<file path="config.mk">
export PLATFORM = sky130hd
export DESIGN_NAME = keypad_scanner
export DESIGN_NICKNAME = d
export VERILOG_FILES = /design/src/rtl/keypad_scanner_pkg.sv /design/src/rtl/sync2.sv /design/src/rtl/keypad_scanner.sv
export SDC_FILE = /design/constraint.sdc
export NUM_CORES = 1
export LEC_CHECK = 0
export CORE_ASPECT_RATIO = 1.25
export CORE_MARGIN = 2
export CORE_UTILIZATION = 50
export DETAILED_ROUTE_END_ITERATION = 6
export GPL_TIMING_DRIVEN = 0
export MAX_ROUTING_LAYER = met4
export PLACE_DENSITY = 0.7
export SYNTH_ARGS = -nofsm -noshare
export SYNTH_HDL_FRONTEND = slang
export SYNTH_HIERARCHICAL = 1
export SYNTH_SLANG_ARGS = --single-unit
</file>
<file path="constraint.sdc">
create_clock -name clk -period 2.65 [get_ports clk]
set_clock_uncertainty 0.05 [all_clocks]
set_input_delay 0.265 -clock clk [delete_from_list [all_inputs] [get_ports clk]]
set_output_delay 0.265 -clock clk [all_outputs]
set_load 0.05 [all_outputs]
</file>
<file path="src/rtl/keypad_scanner_pkg.sv">
// Shared definitions for the 4x4 keypad scanner.
//   scan_state_e    : scanner FSM state encoding
//   RowPat          : one-hot-low row drive pattern, indexed by row number
//   KeyMap          : raw key index (row*4 + col) to hex digit, for calculator operand entry
//   key_to_hex      : KeyMap lookup helper
//   lowest_low_col  : priority pick of the lowest-numbered active-low column
package keypad_scanner_pkg;

  typedef enum logic [1:0] {
    StScan,
    StDebounce,
    StHeld,
    StRelease
  } scan_state_e;

  localparam logic [3:0][3:0] RowPat = {4'b0111, 4'b1011, 4'b1101, 4'b1110};

  // Standard phone-style layout; '*' maps to E and '#' to F.
  //   row0: 1 2 3 A   row1: 4 5 6 B   row2: 7 8 9 C   row3: * 0 # D
  localparam logic [15:0][3:0] KeyMap = {
    4'hD, 4'hF, 4'h0, 4'hE,
    4'hC, 4'h9, 4'h8, 4'h7,
    4'hB, 4'h6, 4'h5, 4'h4,
    4'hA, 4'h3, 4'h2, 4'h1
  };

  function automatic logic [3:0] key_to_hex(input logic [3:0] idx);
    return KeyMap[idx];
  endfunction

  function automatic logic [1:0] lowest_low_col(input logic [3:0] cols);
    if (!cols[0]) return 2'd0;
    if (!cols[1]) return 2'd1;
    if (!cols[2]) return 2'd2;
    return 2'd3;
  endfunction

endpackage

</file>
<file path="src/rtl/sync2.sv">
// Two-flop synchronizer for asynchronous level inputs.
//   clk   : destination clock
//   rst_n : asynchronous active-low reset, clears both stages
//   d_i   : asynchronous input bus
//   q_o   : synchronized output bus
module sync2 #(
  parameter int unsigned Width = 4
) (
  input  logic             clk,
  input  logic             rst_n,
  input  logic [Width-1:0] d_i,
  output logic [Width-1:0] q_o
);

  logic [Width-1:0] meta_q;
  logic [Width-1:0] sync_q;

  always_ff @(posedge clk or negedge rst_n) begin
    if (!rst_n) begin
      meta_q <= '0;
      sync_q <= '0;
    end else begin
      meta_q <= d_i;
      sync_q <= meta_q;
    end
  end

  assign q_o = sync_q;

endmodule

</file>
<file path="src/rtl/keypad_scanner.sv">
// 4x4 matrix keypad scanner with slot-based debounce.
//   clk       : system clock
//   rst_n     : asynchronous active-low reset
//   col_in    : matrix columns, active-low, asynchronous
//   row_out   : one-hot-low row drive
//   key_valid : one-cycle pulse per accepted press
//   key_code  : raw key index row*4 + col, held until the next accepted press
//   key_held  : high while the accepted key stays pressed
module keypad_scanner
  import keypad_scanner_pkg::*;
#(
  parameter int unsigned SCAN_DIV       = 100000,
  parameter int unsigned DEBOUNCE_TICKS = 4
) (
  input  logic       clk,
  input  logic       rst_n,
  input  logic [3:0] col_in,
  output logic [3:0] row_out,
  output logic       key_valid,
  output logic [3:0] key_code,
  output logic       key_held
);

  localparam int unsigned DivW = (SCAN_DIV > 1) ? $clog2(SCAN_DIV) : 1;
  localparam int unsigned CntW = (DEBOUNCE_TICKS > 1) ? $clog2(DEBOUNCE_TICKS + 1) : 1;
  localparam logic [DivW-1:0] DivLast    = DivW'(SCAN_DIV - 1);
  localparam logic [CntW-1:0] StableLast = CntW'(DEBOUNCE_TICKS - 1);
  localparam logic [CntW-1:0] IdleLast   = CntW'(DEBOUNCE_TICKS);

  logic [3:0]      col_sync;
  logic [DivW-1:0] div_q, div_d;
  logic            tick;
  scan_state_e     state_q, state_d;
  logic [1:0]      row_q, row_d;
  logic [1:0]      cand_col_q, cand_col_d;
  logic [CntW-1:0] cnt_q, cnt_d, cnt_inc;
  logic [3:0]      code_q, code_d;
  logic            valid_q, valid_d;
  logic            held_q, held_d;

  sync2 #(
    .Width(4)
  ) u_sync2 (
    .clk  (clk),
    .rst_n(rst_n),
    .d_i  (col_in),
    .q_o  (col_sync)
  );

  assign tick  = (div_q == DivLast);
  assign div_d = tick ? '0 : div_q + DivW'(1);

  always_comb begin
    state_d    = state_q;
    row_d      = row_q;
    cand_col_d = cand_col_q;
    cnt_d      = cnt_q;
    code_d     = code_q;
    valid_d    = 1'b0;
    held_d     = held_q;
    cnt_inc    = cnt_q + CntW'(1);

    if (tick) begin
      unique case (state_q)
        StScan: begin
          if (col_sync != 4'hF) begin
            // Row index stays frozen; it is the candidate row.
            cand_col_d = lowest_low_col(col_sync);
            cnt_d      = '0;
            state_d    = StDebounce;
          end else begin
            row_d = row_q + 2'd1;
          end
        end
        StDebounce: begin
          if (!col_sync[cand_col_q]) begin
            if (cnt_inc >= StableLast) begin
              code_d  = {row_q, cand_col_q};
              valid_d = 1'b1;
              held_d  = 1'b1;
              cnt_d   = '0;
              state_d = StHeld;
            end else begin
              cnt_d = cnt_inc;
            end
          end else begin
            state_d = StScan;
            row_d   = row_q + 2'd1;
          end
        end
        StHeld: begin
          if (col_sync[cand_col_q]) begin
            cnt_d   = CntW'(1);
            state_d = StRelease;
          end
        end
        StRelease: begin
          if (col_sync[cand_col_q]) begin
            if (cnt_inc == IdleLast) begin
              held_d  = 1'b0;
              cnt_d   = '0;
              state_d = StScan;
              row_d   = row_q + 2'd1;
            end else begin
              cnt_d = cnt_inc;
            end
          end else begin
            // Bounce during release: back to held without a new pulse.
            state_d = StHeld;
          end
        end
        default: state_d = StScan;
      endcase
    end
  end

  always_ff @(posedge clk or negedge rst_n) begin
    if (!rst_n) begin
      div_q      <= '0;
      state_q    <= StScan;
      row_q      <= 2'd0;
      cand_col_q <= 2'd0;
      cnt_q      <= '0;
      code_q     <= 4'd0;
      valid_q    <= 1'b0;
      held_q     <= 1'b0;
    end else begin
      div_q      <= div_d;
      state_q    <= state_d;
      row_q      <= row_d;
      cand_col_q <= cand_col_d;
      cnt_q      <= cnt_d;
      code_q     <= code_d;
      valid_q    <= valid_d;
      held_q     <= held_d;
    end
  end

  assign row_out   = RowPat[row_q];
  assign key_valid = valid_q;
  assign key_code  = code_q;
  assign key_held  = held_q;

endmodule

</file>
## Word level (Yosys, flattened, before mapping)

Index checks and enable logic that the tools add are counted.
W data, S select, Z words.

- Flip-flop bits (word level): 40
- Input port bits: 6
- Output and inout port bits: 10
- Logic and storage cells: 96

- $add $sub $neg: 3
- Magnitude comparators: 3
- Equality and inequality tests: 16
- Mux-type cells: 54
- Bitwise logic cells: 1
- Reduce and logical (&&, ||, !) cells: 9

Operators with widths:

| operator | number |
|---|---|
| $mux W2 | 16 |
| $mux W1 | 24 |
| $mux W3 | 6 |
| $add A17 B1 Y17 const B | 1 |
| $eq A17 B17 Y1 const B | 1 |
| $mux W17 | 1 |
| $ne A2 B2 Y1 const B | 8 |
| $pmux W3 S4 | 1 |
| $reduce_and A6 Y1 | 2 |
| $reduce_and A5 Y1 | 2 |
| $bmux W4 S2 | 1 |
| $pmux W2 S4 | 1 |
| $lt A2 B3 Y1 const B | 2 |
| $ne A3 B3 Y1 const B | 2 |
| $pmux W2 S3 | 1 |
| $eq A2 B2 Y1 const B | 2 |
| $mux W4 | 1 |
| $ne A4 B4 Y1 const B | 1 |
| $reduce_and A4 Y1 | 1 |
| $add A3 B1 Y3 const B | 1 |
| $eq A3 B3 Y1 const B | 1 |
| $ge A3 B2 Y1 const B | 1 |
| $reduce_and A3 Y1 | 1 |
| $reduce_bool A3 Y1 | 1 |
| 7 further kinds | 7 |

## Longest topological paths before layout

Gate-level depths: netlist (run 1).

- Depth in word-level cells: 16
- Depth in mapped cells: 7
- Depth with buffers taken out: 6

## Cells and area by module

Netlist (run 1), hierarchy kept.

By module, submodules not included:

| module | instances | cells an instance | area each (µm²) | sequential area each (µm²) |
|---|---|---|---|---|
| keypad_scanner | 1 | 176 | 1770.4 | 800.8 |
| sync2 | 1 | 8 | 200.2 | 200.2 |

## Least setup slack after synthesis (run 1)

No wires, ideal clock.

- Path type: reg2reg
- Start point: register div_q[13]
- End point: register code_q[0] (netlist: key_code[0])
- Library setup time: 0.125 ns
- Arrival: 2.273 ns
- Required time: 2.475 ns
- Path slack: 0.202 ns
- Stages on the path, launching flop included: 6
- Path buffers: 1
- Clock period less this slack: 2.448 ns
- Cell sequence: dfrtp_1 > or4_1 > or4_4 > or3_1 > buf_6 > mux2_4

- Word-level cells in the longest chain between the ends: 2

Ends and longest elaborated chain:

| element | line | text |
|---|---|---|
| start, declared | keypad_scanner.sv:31 | `logic [DivW-1:0] div_q, div_d;` |
| start signal, assigned | keypad_scanner.sv:128 | `div_q <= div_d;` |
| $eq A17 B17 Y1 | keypad_scanner.sv:50 | `assign tick = (div_q == DivLast);` |
| $reduce_and A4 Y1 (no line) | - |  |
| end signal, assigned | keypad_scanner.sv:133 | `code_q <= code_d;` |
| end, declared | keypad_scanner.sv:37 | `logic [3:0] code_q, code_d;` |

No other way between the ends.
A chain may end at the register's enable or synchronous reset.

## Final worst setup path (run 1)

- Start point: register div_q[8]
- End point: register code_q[0] (netlist: key_code[0])

Same word-level chain as after synthesis.

==> flow_metrics.py, run 1 <==
metrics = {
    "flow_run": {
        "maxCapViolations": 0,
    },
    "global_route": {
        "first_global_vias": 1531,
        "grt.met2_usage": 0.348,
        "grt_max_degree": 41,
        "grt_use_met1": 0.219,
        "grt_pass1_wl_um": 6520,
        "top_usage_layer": "met2",
        "grt-ovfl-total": 0,
        "antenna_found_initial": 0,
        "track_usage": 0.202,
        "use_met3": 0.0417,
    },
    "sta": {
        "finalHoldViolations": 0,
        "tightest_slew_ns": 0.850,
        "fin_hold_ws_ns": 0.0257,
        "drv_slew": 0,
        "period_needed_ns": 2.57,
        "timing.fmax_mhz": 389,
        "fin_crit_sh": 0.971,
        "fin_tns_setup_ns": 0,
        "rsz0062_at_grt": "no",
        "timing.slew.headroom": 0.433,
        "setup_viol": 0,
    },
    "power_and_ir_drop": {
        "total_power_mw": 1.13,
        "p_leak_nw": 1.01,
        "power_density_nw_per_um2": 486,
        "irDropWorstVdd_mv": 0.358,
    },
    "setup_path": {
        "critPathCaptureType": "register",
        "crit_arrival_ns": 2.70,
        "worstSetupStartpointType": "register",
        "cp_max_fo": 6,
        "cp.required_ns": 2.78,
        "reg2reg_depth": 5,
        "critPathKind": "register to register",
    },
    "cts": {
        "cts_root_buf": "clkbuf_8",
        "insertion_delay_ns": 0.29,
        "path_clk_slew_ns": 0.08,
        "cts_hold_buffers": 0,
        "cts_max_level": 2,
        "cts_tree": "built",
        "clockBufferDepth": 2,
        "numCtsBuffers": 5,
        "clock_sinks": 40,
    },
    "synth": {
        "synthTopCellsByArea": "dfrtp_1 51%, ha_1 5.1%, xnor2_1 4.4%, inv_1 3.0%, mux2_4 3.0%",
        "synth_cell_types": 40,
        "syn_nets": 198,
        "yosysTopAreaCellShare": 0.508,
        "seq_area_frac_synth": 0.508,
        "avgSynthCellArea_um2": 10.7,
        "syn_inst": 184,
        "synth_area_um2": 1970,
        "synth-seq-cells": 40,
        "yosysTopAreaCell": "dfrtp_1",
        "yosys_warnings": 6,
    },
    "place": {
        "io_buffers": 15,
        "dp_hpwl_um": 2640,
        "place_area_um2": 2180,
        "gp_congestion": 0.887,
    },
    "layout": {
        "fin_area_um2": 2330,
        "nets": 222,
        "syn_to_final_growth_pct": 18.5,
        "final_core_util": 0.617,
        "diodes": 0,
        "drive_gt1_frac": 0.124,
        "n_fill_cell": 305,
    },
    "detailed_routing": {
        "wl_um": 3640,
        "antenna_left": 0,
        "avgRoutedWirePerCell_um": 13.9,
        "routed_via_density": 5.54,
        "drtIter0Drc": 60,
        "drc_errors": 0,
        "firstDrtPassIters": 4,
        "vias": 1456,
    },
    "floorplan": {
        "initial_core_util": 0.521,
        "core-area_um2": 3780,
        "die_area_um2": 4460,
        "std_cell_rows": 25,
        "die_h_um": 74.2,
        "die_width_um": 60.2,
        "num_io_pins": 16,
    },
    "hold_path": {
        "hold_class": "input port to asynchronous set/reset pin",
    },
    "outcome": {
        "status": "complete, no violations",
    },
}
## cells in the final DEF, fill, tap and decap left out, types with 2 or more instances in the layout
cell type / netlist / routed
nor4_1: 6 / 5
xnor2_1: 10 / 10
nand4_1: 9 / 9
dfrtp_1: 40 / 40
buf_4: 0 / 2
o31ai_1: 3 / 3
clkbuf_8: 0 / 5
or3_1: 6 / 6
clkdlybuf4s50_1: 0 / 14
xor2_1: 4 / 4
o21ai_0: 7 / 7
and2_1: 3 / 3
buf_2: 1 / 2
mux2i_1: 3 / 3
nand3_1: 6 / 6
a21oi_1: 6 / 6
nand2_1: 9 / 9
mux2_4: 4 / 4
ha_1: 8 / 8
nor3_1: 7 / 7
nor2_1: 11 / 11
clkbuf_1: 4 / 3
o21bai_1: 2 / 2
inv_1: 16 / 16
## per-stage QoR
stage	worst slack, ns	cells
global placement	0.0958	253
detailed placement	0.0365	253
CTS	0.0149	261
floorplan	0.202	184
finish	0.0775	263
global route	0.00304	263
## report_power, final
| group | total (mW) | switching (mW) | internal, mW |
|---|---|---|---|
| Sequential | 0.619 | 0.00313 | 0.616 |
| Combinational | 0.0240 | 0.0159 | 0.00815 |
| Clock | 0.491 | 0.212 | 0.278 |
## Yosys cell counts (all sizes together)
cell type  instances
dfrtp             40
inv               16
nor2              11
xnor2             10
nand2              9
nand4              9
ha                 8
nor3               7
o21ai              7
a21oi              6
nand3              6
nor4               6
or3                6
mux2               5
clkbuf             4
xor2               4
and2               3
mux2i              3
o31ai              3
buf                2
o21bai             2
or4                2
a211oi             1
a2bb2oi            1
a31o               1
mux4               1
nand2b             1
nand3b             1
nor2b              1
nor4b              1
o2111ai            1
o2bb2ai            1
o31a               1
o41ai              1
or2                1
or3b               1
or4b               1
## cells by family after synthesis
family	synth area share
AO/OA/AOI/OAI	0.0825
XOR/XNOR	0.0622
adder cells (fa/ha/maj)	0.0508
buffers and inverters	0.0463
flip-flops	0.508
multiplexers	0.0629
AND/OR/NAND/NOR	0.187
## sequential cells by signal (all words and copies together) (netlist names), named ones only
| signal | flops |
|---|---|
| cand_col_q | 2 |
| key_valid | 1 |
| key_held | 1 |
| row_q | 2 |
| u_sync2/q_o | 4 |
| u_sync2/meta_q | 4 |
| cnt_q | 3 |
| key_code | 4 |
| div_q | 17 |
| state_q | 1 |
## per-layer routing
metal,up-vias,part of all wire
li1,695,-
met1,724,0.41
met2,28,0.54
met3,9,0.025
met4,0,0.026
met5,-,0
## critical path, stage by stage (launching register included)
cell and delay (ns):
dfrtp_1 0.46, or4_1 0.56, or4_4 0.56, or3_1 0.40
buf_6 0.15, mux2_4 0.29
## final timing paths
check / start / slack [ns] / to
setup / recovery: div_q[8] / 0.08 / key_code[0]
hold / removal: rst_n / 0.03 / key_code[2]
setup reg to reg: div_q[8] / 0.08 / key_code[0]
hold reg to reg: u_sync2/meta_q[2] / 0.30 / u_sync2/q_o[2]
max in group asynchronous: rst_n / 2.00 / cand_col_q[1]
min in group clk: u_sync2/meta_q[2] / 0.30 / u_sync2/q_o[2]
## what timing repair did
| action | in CTS | in global routing |
|---|---|---|
| setup endpoints to repair | 0 | 9 |
| gates resized for setup | 0 | 5 |
| setup buffers | 0 | 2 |
| endpoints found under the hold margin | 0 | 0 |
## final cells by class
cell class                 count  area (um^2)  share of cell area
buffer                         6         32.5              0.0139
clock buffer                   5         68.8              0.0295
clock inverter                 3         42.5              0.0182
inverter                      16         60.1              0.0257
multi-input combinational    122          902               0.386
sequential                    40         1000               0.429
tap                           54         67.6              0.0289
timing repair buffer          17          160              0.0686
(Power assumes the default switching activity.)
==> run 2, diff against run 1 <==
- GPL_TIMING_DRIVEN: 0 -> default
==> flow_metrics.py, run 2 (synthesized netlist as in run 1, its figures left out) <==
metrics = {
    "layout": {
        "instances_no_fill": 261,
        "nets": 220,
        "multi_input_area_um2": 883,
        "final_core_util": 0.612,
        "n_fill_cell": 321,
        "fin_area_um2": 2320,
        "regMostFlops": "div_q",
        "regArea_um2": 1000,
        "final_cell_mix": "40 x dfrtp_1, 16 x inv_1, 14 x clkdlybuf4s50_1, 11 x nor2_1, 10 x xnor2_1",
        "largest_reg_flops": 17,
        "drive_gt1_frac": 0.130,
        "final_common_cell": "dfrtp_1",
        "syn_to_final_growth_pct": 17.6,
        "diodes": 0,
    },
    "detailed_routing": {
        "avgRoutedWirePerCell_um": 13.9,
        "antenna_left": 0,
        "drc_errors": 0,
        "firstDrtPassIters": 4,
        "routed_via_density": 5.54,
        "drtIter0Drc": 41,
        "wl_um": 3640,
        "vias": 1446,
    },
    "setup_path": {
        "critPathCaptureType": "register",
        "path_buf_inv": 0,
        "critPathMaxStageDelay_ns": 0.56,
        "cp_max_fo": 5,
        "path_cells": "or4_1, or4_4, or3_1, mux2_4",
        "crit_arrival_ns": 2.69,
        "critPathKind": "register to register",
        "critical-path-top-delay-family": "simple AND/OR/NAND/NOR gates",
        "worstSetupStartpointType": "register",
        "crit_path_top_delay_cell": "or4_1",
        "cp.required_ns": 2.79,
    },
    "sta": {
        "rsz0062_at_grt": "no",
        "fin_tns_setup_ns": 0,
        "finalHoldViolations": 0,
        "timing.fmax_mhz": 392,
        "drv_slew": 0,
        "setup_viol": 0,
        "fin_hold_ws_ns": 0.0217,
        "period_needed_ns": 2.55,
        "fin_crit_sh": 0.962,
        "tightest_slew_ns": 0.851,
        "timing.slew.headroom": 0.432,
        "setup_ws_ns": 0.100,
    },
    "cts": {
        "numCtsBuffers": 5,
        "path_clk_slew_ns": 0.08,
        "cts_root_buf": "clkbuf_8",
        "cts_tree": "built",
        "cts_max_level": 2,
        "clock_sinks": 40,
        "cts_setup_buffers": 0,
        "cts_hold_buffers": 0,
        "clockBufferDepth": 2,
        "postCtsResizedCells": 0,
        "insertion_delay_ns": 0.29,
    },
    "outcome": {
        "status": "complete, no violations",
    },
    "power_and_ir_drop": {
        "total_power_mw": 1.15,
        "p_leak_nw": 1.01,
        "power_density_nw_per_um2": 498,
        "irDropWorstVdd_mv": 0.478,
    },
    "global_route": {
        "antenna_found_initial": 0,
        "grt_pass1_wl_um": 6200,
        "track_usage": 0.192,
        "first_global_vias": 1409,
        "grt_max_degree": 41,
        "grt-ovfl-total": 0,
    },
    "floorplan": {
        "std_cell_rows": 25,
        "core-area_um2": 3780,
        "initial_core_util": 0.521,
        "die_h_um": 74.2,
        "num_io_pins": 16,
        "die_width_um": 60.2,
        "die_area_um2": 4460,
    },
    "place": {
        "placed_cells": 253,
        "gp_congestion": 0.934,
        "dp_hpwl_um": 2640,
        "place_area_um2": 2200,
        "io_buffers": 15,
        "pre_cts_ws_ns": 0.0754,
    },
    "hold_path": {
        "hold_class": "input port to asynchronous set/reset pin",
    },
    "flow_run": {
        "maxCapViolations": 0,
    },
}
-- run 2: cell count changes in the layout (fill, tap and decap cells not counted), sizes merged --
cell | before | now
clkbuf | 9 | 5
inv | 16 | 17
clkinv | 1 | 0
buf | 5 | 7
-- run 2: cell type report --
class,instances,area share
clock buffers,5,0.0297
inverters,16,0.0259
clock inverters,3,0.0200
well taps,54,0.0292
flip-flops and latches,40,0.432
multi-input cells,122,0.381
repair buffers,21,0.0821
-- run 2: path summary, 6_finish.rpt --
path	start	slack, ns	end	cells after the start
min reg2reg	u_sync2/meta_q[3]	0.30	u_sync2/q_o[3]	0
max	div_q[13]	0.10	key_code[2]	4
min in group clk	u_sync2/meta_q[3]	0.30	u_sync2/q_o[3]	0
max reg2reg	div_q[13]	0.10	key_code[2]	4
min	rst_n	0.02	row_q[0]	1
max in group asynchronous	rst_n	1.99	div_q[3]	1
-- run 2: report_power, final --
group / internal, mW / switching [mW]
combinational: 0.00782 / 0.0158
sequential: 0.616 / 0.00329
clock: 0.284 / 0.227
total: 0.907 / 0.246
-- run 2: per-layer routing --
metal | up-vias | routed length, um | global-route usage
met5 | - | 0 | -
met4 | 0 | 72 | 0.0741
met3 | 7 | 103 | 0.0417
met2 | 27 | 1890 | 0.320
met1 | 720 | 1570 | 0.223
li1 | 692 | - | -
